## config.mk

```make
export PLATFORM = sky130hd
export DESIGN_NAME = s2mm_wr_arb
export DESIGN_NICKNAME = d
export VERILOG_FILES = /design/src/rtl/s2mm_pkg.sv /design/src/rtl/s2mm_rr_sel.sv /design/src/rtl/s2mm_wr_arb.sv
export SDC_FILE = /design/constraint.sdc
export NUM_CORES = 1
export LEC_CHECK = 0
export CORE_AREA = 4 4 143 145
export CTS_CLUSTER_SIZE = 12
export DETAILED_ROUTE_END_ITERATION = 10
export DIE_AREA = 0 0 147 149
export PLACE_DENSITY_LB_ADDON = 0.1
export SLEW_MARGIN = 10
export SYNTH_ARGS = -nofsm -noshare
export SYNTH_HDL_FRONTEND = slang
export SYNTH_SLANG_ARGS = --single-unit
```

## constraint.sdc

```tcl
create_clock -name clk -period 8.6 [get_ports clk]
set_input_delay 1.72 -clock clk [delete_from_list [all_inputs] [get_ports clk]]
set_output_delay 1.72 -clock clk [all_outputs]
set_load 0.02 [all_outputs]
```

## src/rtl/s2mm_pkg.sv

```systemverilog
// rtl/s2mm_pkg.sv - shared types and constants for the S2MM write arbiter
package s2mm_pkg;
    typedef enum logic [1:0] {
        IDLE = 2'd0,
        REQ  = 2'd1,
        DATA = 2'd2,
        RESP = 2'd3
    } state_t;

    localparam logic [1:0] OKAY   = 2'b00;
    localparam logic [1:0] SLVERR = 2'b10;

    localparam int DEF_ADDR_WIDTH = 32;
    localparam int DEF_SIZE_WIDTH = 16;
    localparam int DEF_DATA_WIDTH = 64;
endpackage

```

## src/rtl/s2mm_rr_sel.sv

```systemverilog
// rtl/s2mm_rr_sel.sv - two-way round-robin picker holding the most recent owner
module s2mm_rr_sel (
    input  logic       clk,
    input  logic       rst,
    input  logic [1:0] req,
    input  logic       update,
    input  logic       owner,
    output logic       grant
);
    logic last_owner_q;
    logic last_owner_d;

    always_comb begin
        last_owner_d = last_owner_q;
        if (update) begin
            last_owner_d = owner;
        end
        // On a tie the port that did not go last wins; otherwise the lone requester.
        grant = (req[0] && req[1]) ? ~last_owner_q : req[1];
    end

    always_ff @(posedge clk) begin
        if (rst) begin
            last_owner_q <= 1'b1;
        end else begin
            last_owner_q <= last_owner_d;
        end
    end
endmodule

```

## src/rtl/s2mm_wr_arb.sv

```systemverilog
// rtl/s2mm_wr_arb.sv - round-robin arbiter holding one grant per S2MM write transaction
module s2mm_wr_arb
    import s2mm_pkg::*;
#(
    parameter int ADDR_WIDTH = DEF_ADDR_WIDTH,
    parameter int SIZE_WIDTH = DEF_SIZE_WIDTH,
    parameter int DATA_WIDTH = DEF_DATA_WIDTH
) (
    input  logic                  clk,
    input  logic                  rst,
    input  logic                  m0_wreq_valid,
    output logic                  m0_wreq_ready,
    input  logic [ADDR_WIDTH-1:0] m0_wreq_addr,
    input  logic [SIZE_WIDTH-1:0] m0_wreq_size,
    input  logic                  m0_wdata_valid,
    output logic                  m0_wdata_ready,
    input  logic                  m0_wdata_last,
    input  logic [DATA_WIDTH-1:0] m0_wdata,
    output logic                  m0_wresp_valid,
    output logic [1:0]            m0_wresp,
    input  logic                  m1_wreq_valid,
    output logic                  m1_wreq_ready,
    input  logic [ADDR_WIDTH-1:0] m1_wreq_addr,
    input  logic [SIZE_WIDTH-1:0] m1_wreq_size,
    input  logic                  m1_wdata_valid,
    output logic                  m1_wdata_ready,
    input  logic                  m1_wdata_last,
    input  logic [DATA_WIDTH-1:0] m1_wdata,
    output logic                  m1_wresp_valid,
    output logic [1:0]            m1_wresp,
    output logic                  s_wreq_valid,
    input  logic                  s_wreq_ready,
    output logic [ADDR_WIDTH-1:0] s_wreq_addr,
    output logic [SIZE_WIDTH-1:0] s_wreq_size,
    output logic                  s_wdata_valid,
    input  logic                  s_wdata_ready,
    output logic                  s_wdata_last,
    output logic [DATA_WIDTH-1:0] s_wdata,
    input  logic                  s_wresp_valid,
    input  logic [1:0]            s_wresp,
    output logic                  arb_busy,
    output logic                  arb_owner,
    output logic [7:0]            len_err_cnt
);
    state_t                state_q, state_d;
    logic                  owner_q, owner_d;
    logic [SIZE_WIDTH-1:0] exp_size_q, exp_size_d;
    logic [SIZE_WIDTH-1:0] beat_cnt_q, beat_cnt_d;
    logic [7:0]            len_err_cnt_q, len_err_cnt_d;
    logic                  rr_grant;
    logic                  rr_update;
    logic [SIZE_WIDTH-1:0] beat_cnt_inc;

    s2mm_rr_sel u_rr_sel (
        .clk    (clk),
        .rst    (rst),
        .req    ({m1_wreq_valid, m0_wreq_valid}),
        .update (rr_update),
        .owner  (owner_q),
        .grant  (rr_grant)
    );

    assign beat_cnt_inc = beat_cnt_q + SIZE_WIDTH'(1);

    always_comb begin
        state_d       = state_q;
        owner_d       = owner_q;
        exp_size_d    = exp_size_q;
        beat_cnt_d    = beat_cnt_q;
        len_err_cnt_d = len_err_cnt_q;
        rr_update     = 1'b0;

        // Data path is a pure mux on the owner; valids and readies are gated by state.
        s_wreq_addr   = owner_q ? m1_wreq_addr  : m0_wreq_addr;
        s_wreq_size   = owner_q ? m1_wreq_size  : m0_wreq_size;
        s_wdata       = owner_q ? m1_wdata      : m0_wdata;
        s_wdata_last  = owner_q ? m1_wdata_last : m0_wdata_last;
        s_wreq_valid  = (state_q == REQ)  && (owner_q ? m1_wreq_valid  : m0_wreq_valid);
        s_wdata_valid = (state_q == DATA) && (owner_q ? m1_wdata_valid : m0_wdata_valid);

        m0_wreq_ready  = (state_q == REQ)  && !owner_q && s_wreq_ready;
        m1_wreq_ready  = (state_q == REQ)  &&  owner_q && s_wreq_ready;
        m0_wdata_ready = (state_q == DATA) && !owner_q && s_wdata_ready;
        m1_wdata_ready = (state_q == DATA) &&  owner_q && s_wdata_ready;
        m0_wresp_valid = (state_q == RESP) && !owner_q && s_wresp_valid;
        m1_wresp_valid = (state_q == RESP) &&  owner_q && s_wresp_valid;
        m0_wresp       = ((state_q == RESP) && !owner_q) ? s_wresp : OKAY;
        m1_wresp       = ((state_q == RESP) &&  owner_q) ? s_wresp : OKAY;

        case (state_q)
            IDLE: begin
                if (m0_wreq_valid || m1_wreq_valid) begin
                    owner_d = rr_grant;
                    state_d = REQ;
                end
            end
            REQ: begin
                if (s_wreq_valid && s_wreq_ready) begin
                    exp_size_d = s_wreq_size;
                    beat_cnt_d = '0;
                    state_d    = DATA;
                end
            end
            DATA: begin
                if (s_wdata_valid && s_wdata_ready) begin
                    beat_cnt_d = beat_cnt_inc;
                    if (s_wdata_last) begin
                        // A zero-size request never matches, even if the count wraps to 0.
                        if (((beat_cnt_inc != exp_size_q) || (exp_size_q == '0))
                            && (len_err_cnt_q != 8'hff)) begin
                            len_err_cnt_d = len_err_cnt_q + 8'd1;
                        end
                        state_d = RESP;
                    end
                end
            end
            RESP: begin
                if (s_wresp_valid) begin
                    rr_update = 1'b1;
                    state_d   = IDLE;
                end
            end
            default: state_d = IDLE;
        endcase
    end

    always_ff @(posedge clk) begin
        if (rst) begin
            state_q       <= IDLE;
            owner_q       <= 1'b0;
            exp_size_q    <= '0;
            beat_cnt_q    <= '0;
            len_err_cnt_q <= 8'd0;
        end else begin
            state_q       <= state_d;
            owner_q       <= owner_d;
            exp_size_q    <= exp_size_d;
            beat_cnt_q    <= beat_cnt_d;
            len_err_cnt_q <= len_err_cnt_d;
        end
    end

    assign arb_busy    = (state_q != IDLE);
    assign arb_owner   = owner_q;
    assign len_err_cnt = len_err_cnt_q;
endmodule

```

==> metrics <==
Worst-Skew Late Latency=0.29 ns; Die Ht=149 um; Final HPWL DP=19700 um; Layout Nets=1044; maximum VDD drop=77.1 uV; hold buffers post-CTS=0; layout cells sized above 1=0.168; Antenna Nets Post-Route=0; 1st-pass router iterations=4; total grt overflow=0; # diodes=0; syn_area_per_cell=8.84 sq um; Final Hold Viols=0; Tot GR Track Use=0.199; number of H-tree levels=2; drt wl/cell=21.5 um; status=finished clean; YS warnings=0; peak fanout along the critical path=2; asr flop ratio synth=0; Startpoint Class=primary input; Cell Area, Synth=4000 sq um; worst-path cell chain=clkdlybuf4s50_1 > nor3b_1 > clkdlybuf4s50_1; WHS=0.469 ns; max cap viols=0; Final Cell Area=8110 sq um; unrepaired setup endpoints after global routing=no; Clock Skews=0.00578 ns; cts repair resizes=0; CTS tree=yes; final setup fails=0; post-synth cell types=54; routed vias/inst=4.51; CP dominant cell by count=clkdlybuf4s50_1; vias in the first global route=4951; Worst Setup Slack, final=3.61 ns; Total Die Area=21900 sq um; I/O Buffers=371; largest net degree at the start of global routing=70; Setup crit end kind=primary output; Die W=147 um; row count=51; Synthesized Nets=695; Pleak=3.02 nW; Worst Setup Slack post-DPL=3.62 ns; # placed instances=1059; first-pass GRT wire length=32800 um; Seq/Total Area, Yosys=0.220; DRT iter0 DRCs=282; antenna violations before repair=2; setup repair bufs after CTS=0; Hold WC Path Type=reg2reg; relative max-transition margin=0.437; slowest CP cell=clkdlybuf4s50_1; Post-synth EDFFs=0; PwrDens=143 nW/um^2; Worst Tran Pin Value=0.844 ns; Arrival @ worst endpoint=3.27 ns; Root Driver=clkbuf_16; Initial Util=0.208; number of fill cells=1885; CP top delay family=buffers and inverters; Residual DRC=0; placed inst area=7940 sq um; clock sink count=44; Mapped Cells=452; FF/Latch Area=885 sq um; fin. max-slew vios=0; Critical Path Max Stage Delay=0.74 ns; P&R area growth vs syn=103%; routed vias=4816; setup_tns=0 ns; WS Path Type=in2out; Final period util=0.580; multi-input gate area in the final layout=2960 sq um; core outline area=19200 sq um; fin crit period=4.99 ns; total routed wirelength=23000 um; Req. time, crit path=6.88 ns; fmax=200 MHz; FF+latch count, synth=44; CTS buffer count=5; # IOs=372; predominant post-synthesis flop cell=dfxtp_1; non-filler cells, final=1067; Bufs on Longest Clock Path=2; final RePlAce weighted congestion=0.913; Worst Path Buf+Inv=2; clk slew on worst S/H paths=0.07 ns
==> cell usage after synthesis, drive strengths merged (10+ instances only) <==
| cell type | n | area, sq um |
|---|---|---|
| a21oi | 20 | 100 |
| buf | 11 | 51.3 |
| clkbuf | 22 | 82.6 |
| dfxtp | 44 | 881 |
| mux2 | 119 | 1340 |
| mux2i | 21 | 210 |
| nand2 | 15 | 56.3 |
| nand4 | 11 | 68.8 |
| nor2 | 51 | 191 |
| nor3 | 12 | 60.1 |
| o21ai | 10 | 50.1 |
| xnor2 | 15 | 131 |
==> state kept, by name (all words and copies together), names as in the netlist <==
register	flops
len_err_cnt	8
arb_owner	1
state_q	2
exp_size_q	16
u_rr_sel.last_owner_q	1
beat_cnt_q	16
==> layer usage <==
| metal | up-vias | track usage | wire length, um |
|---|---|---|---|
| met2 | 200 | 0.356 | 11700 |
| met5 | - | 0 | 26 |
| li1 | 2343 | - | - |
| met1 | 2245 | 0.230 | 8900 |
| met4 | 4 | 0.0373 | 337 |
| met3 | 24 | 0.0741 | 1990 |
==> worst reg2reg max path: cells and delay by family (launching register included) <==
kind / cells / cell delay, ns
adder cells (fa/ha/maj): 1 / 0.59
flip-flops: 1 / 0.34
AO/OA/AOI/OAI: 2 / 0.24
AND/OR/NAND/NOR: 3 / 1.39
buffers and inverters: 3 / 0.83
==> cell usage in the layout (no fill, tap or decap), types with 3 or more instances in the layout <==
| master | synthesis | routed |
|---|---|---|
| clkdlybuf4s50_1 | 0 | 371 |
| mux2_2 | 114 | 114 |
| nor2_1 | 51 | 51 |
| dfxtp_1 | 44 | 43 |
| mux2i_1 | 21 | 21 |
| a21oi_1 | 20 | 20 |
| nand2_1 | 15 | 15 |
| xnor2_1 | 15 | 15 |
| nor3_1 | 12 | 12 |
| nand4_1 | 11 | 11 |
| o21ai_0 | 10 | 10 |
| and3_1 | 9 | 9 |
| nor4_1 | 8 | 8 |
| a21o_1 | 8 | 8 |
| nor2b_1 | 7 | 7 |
| inv_1 | 6 | 6 |
| nand3_1 | 6 | 6 |
| ha_1 | 6 | 6 |
| xor2_1 | 5 | 5 |
| mux2_1 | 5 | 5 |
| clkbuf_16 | 0 | 5 |
| or3_1 | 4 | 4 |
| or4_1 | 4 | 4 |
| buf_4 | 0 | 4 |
| nor3b_1 | 3 | 3 |
| nand3b_1 | 3 | 3 |
| nand2b_1 | 3 | 3 |
| or2_2 | 3 | 3 |
==> path summary, 6_finish.rpt <==
check,start,end,slack [ns],cells past startpoint
worst max-delay path,s_wresp[1],m0_wresp[1],3.61,3
worst min-delay path,u_rr_sel.last_owner_q,u_rr_sel.last_owner_q,0.47,1
worst max register to register,state_q[0],beat_cnt_q[2],5.15,9
worst min register to register,u_rr_sel.last_owner_q,u_rr_sel.last_owner_q,0.47,1
==> layout make-up <==
type	count	share of cell area
Clock inverter	3	0.00555
Multi-Input combinational cell	368	0.364
Clock buffer	5	0.0154
Inverter	7	0.00324
Tap cell	265	0.0409
Timing Repair Buffer	375	0.461
Sequential cell	44	0.109
==> report_power, final <==
| part | leakage (nW) | internal [mW] | switching, mW |
|---|---|---|---|
| Combinational | 2.57 | 0.368 | 0.320 |
| Sequential | 0.356 | 0.216 | 0.0298 |
| Clock | 0.0847 | 0.138 | 0.0897 |
| Total | 3.02 | 0.723 | 0.439 |
==> cell families (layout without fill, tap and decap cells) <==
kind of cell,after synthesis,in the layout,share of synthesized area
XOR/XNOR,20,20,0.0438
multiplexers,140,140,0.388
buffers and inverters,40,390,0.0401
AO/OA/AOI/OAI,52,52,0.0870
AND/OR/NAND/NOR,150,150,0.202
adder cells (fa/ha/maj),6,6,0.0188
flip-flops,44,44,0.220
==> stage by stage <==
| step | util | power (mW) |
|---|---|---|
| after floorplan | - | 0.590 |
| after global placement | 0.414 | 0.938 |
| after detailed placement | 0.414 | 0.943 |
| after CTS | 0.422 | 1.17 |
| after global routing | 0.422 | 1.22 |
| final | 0.422 | 1.16 |
Note: power is estimated with default switching activity, not from simulation.
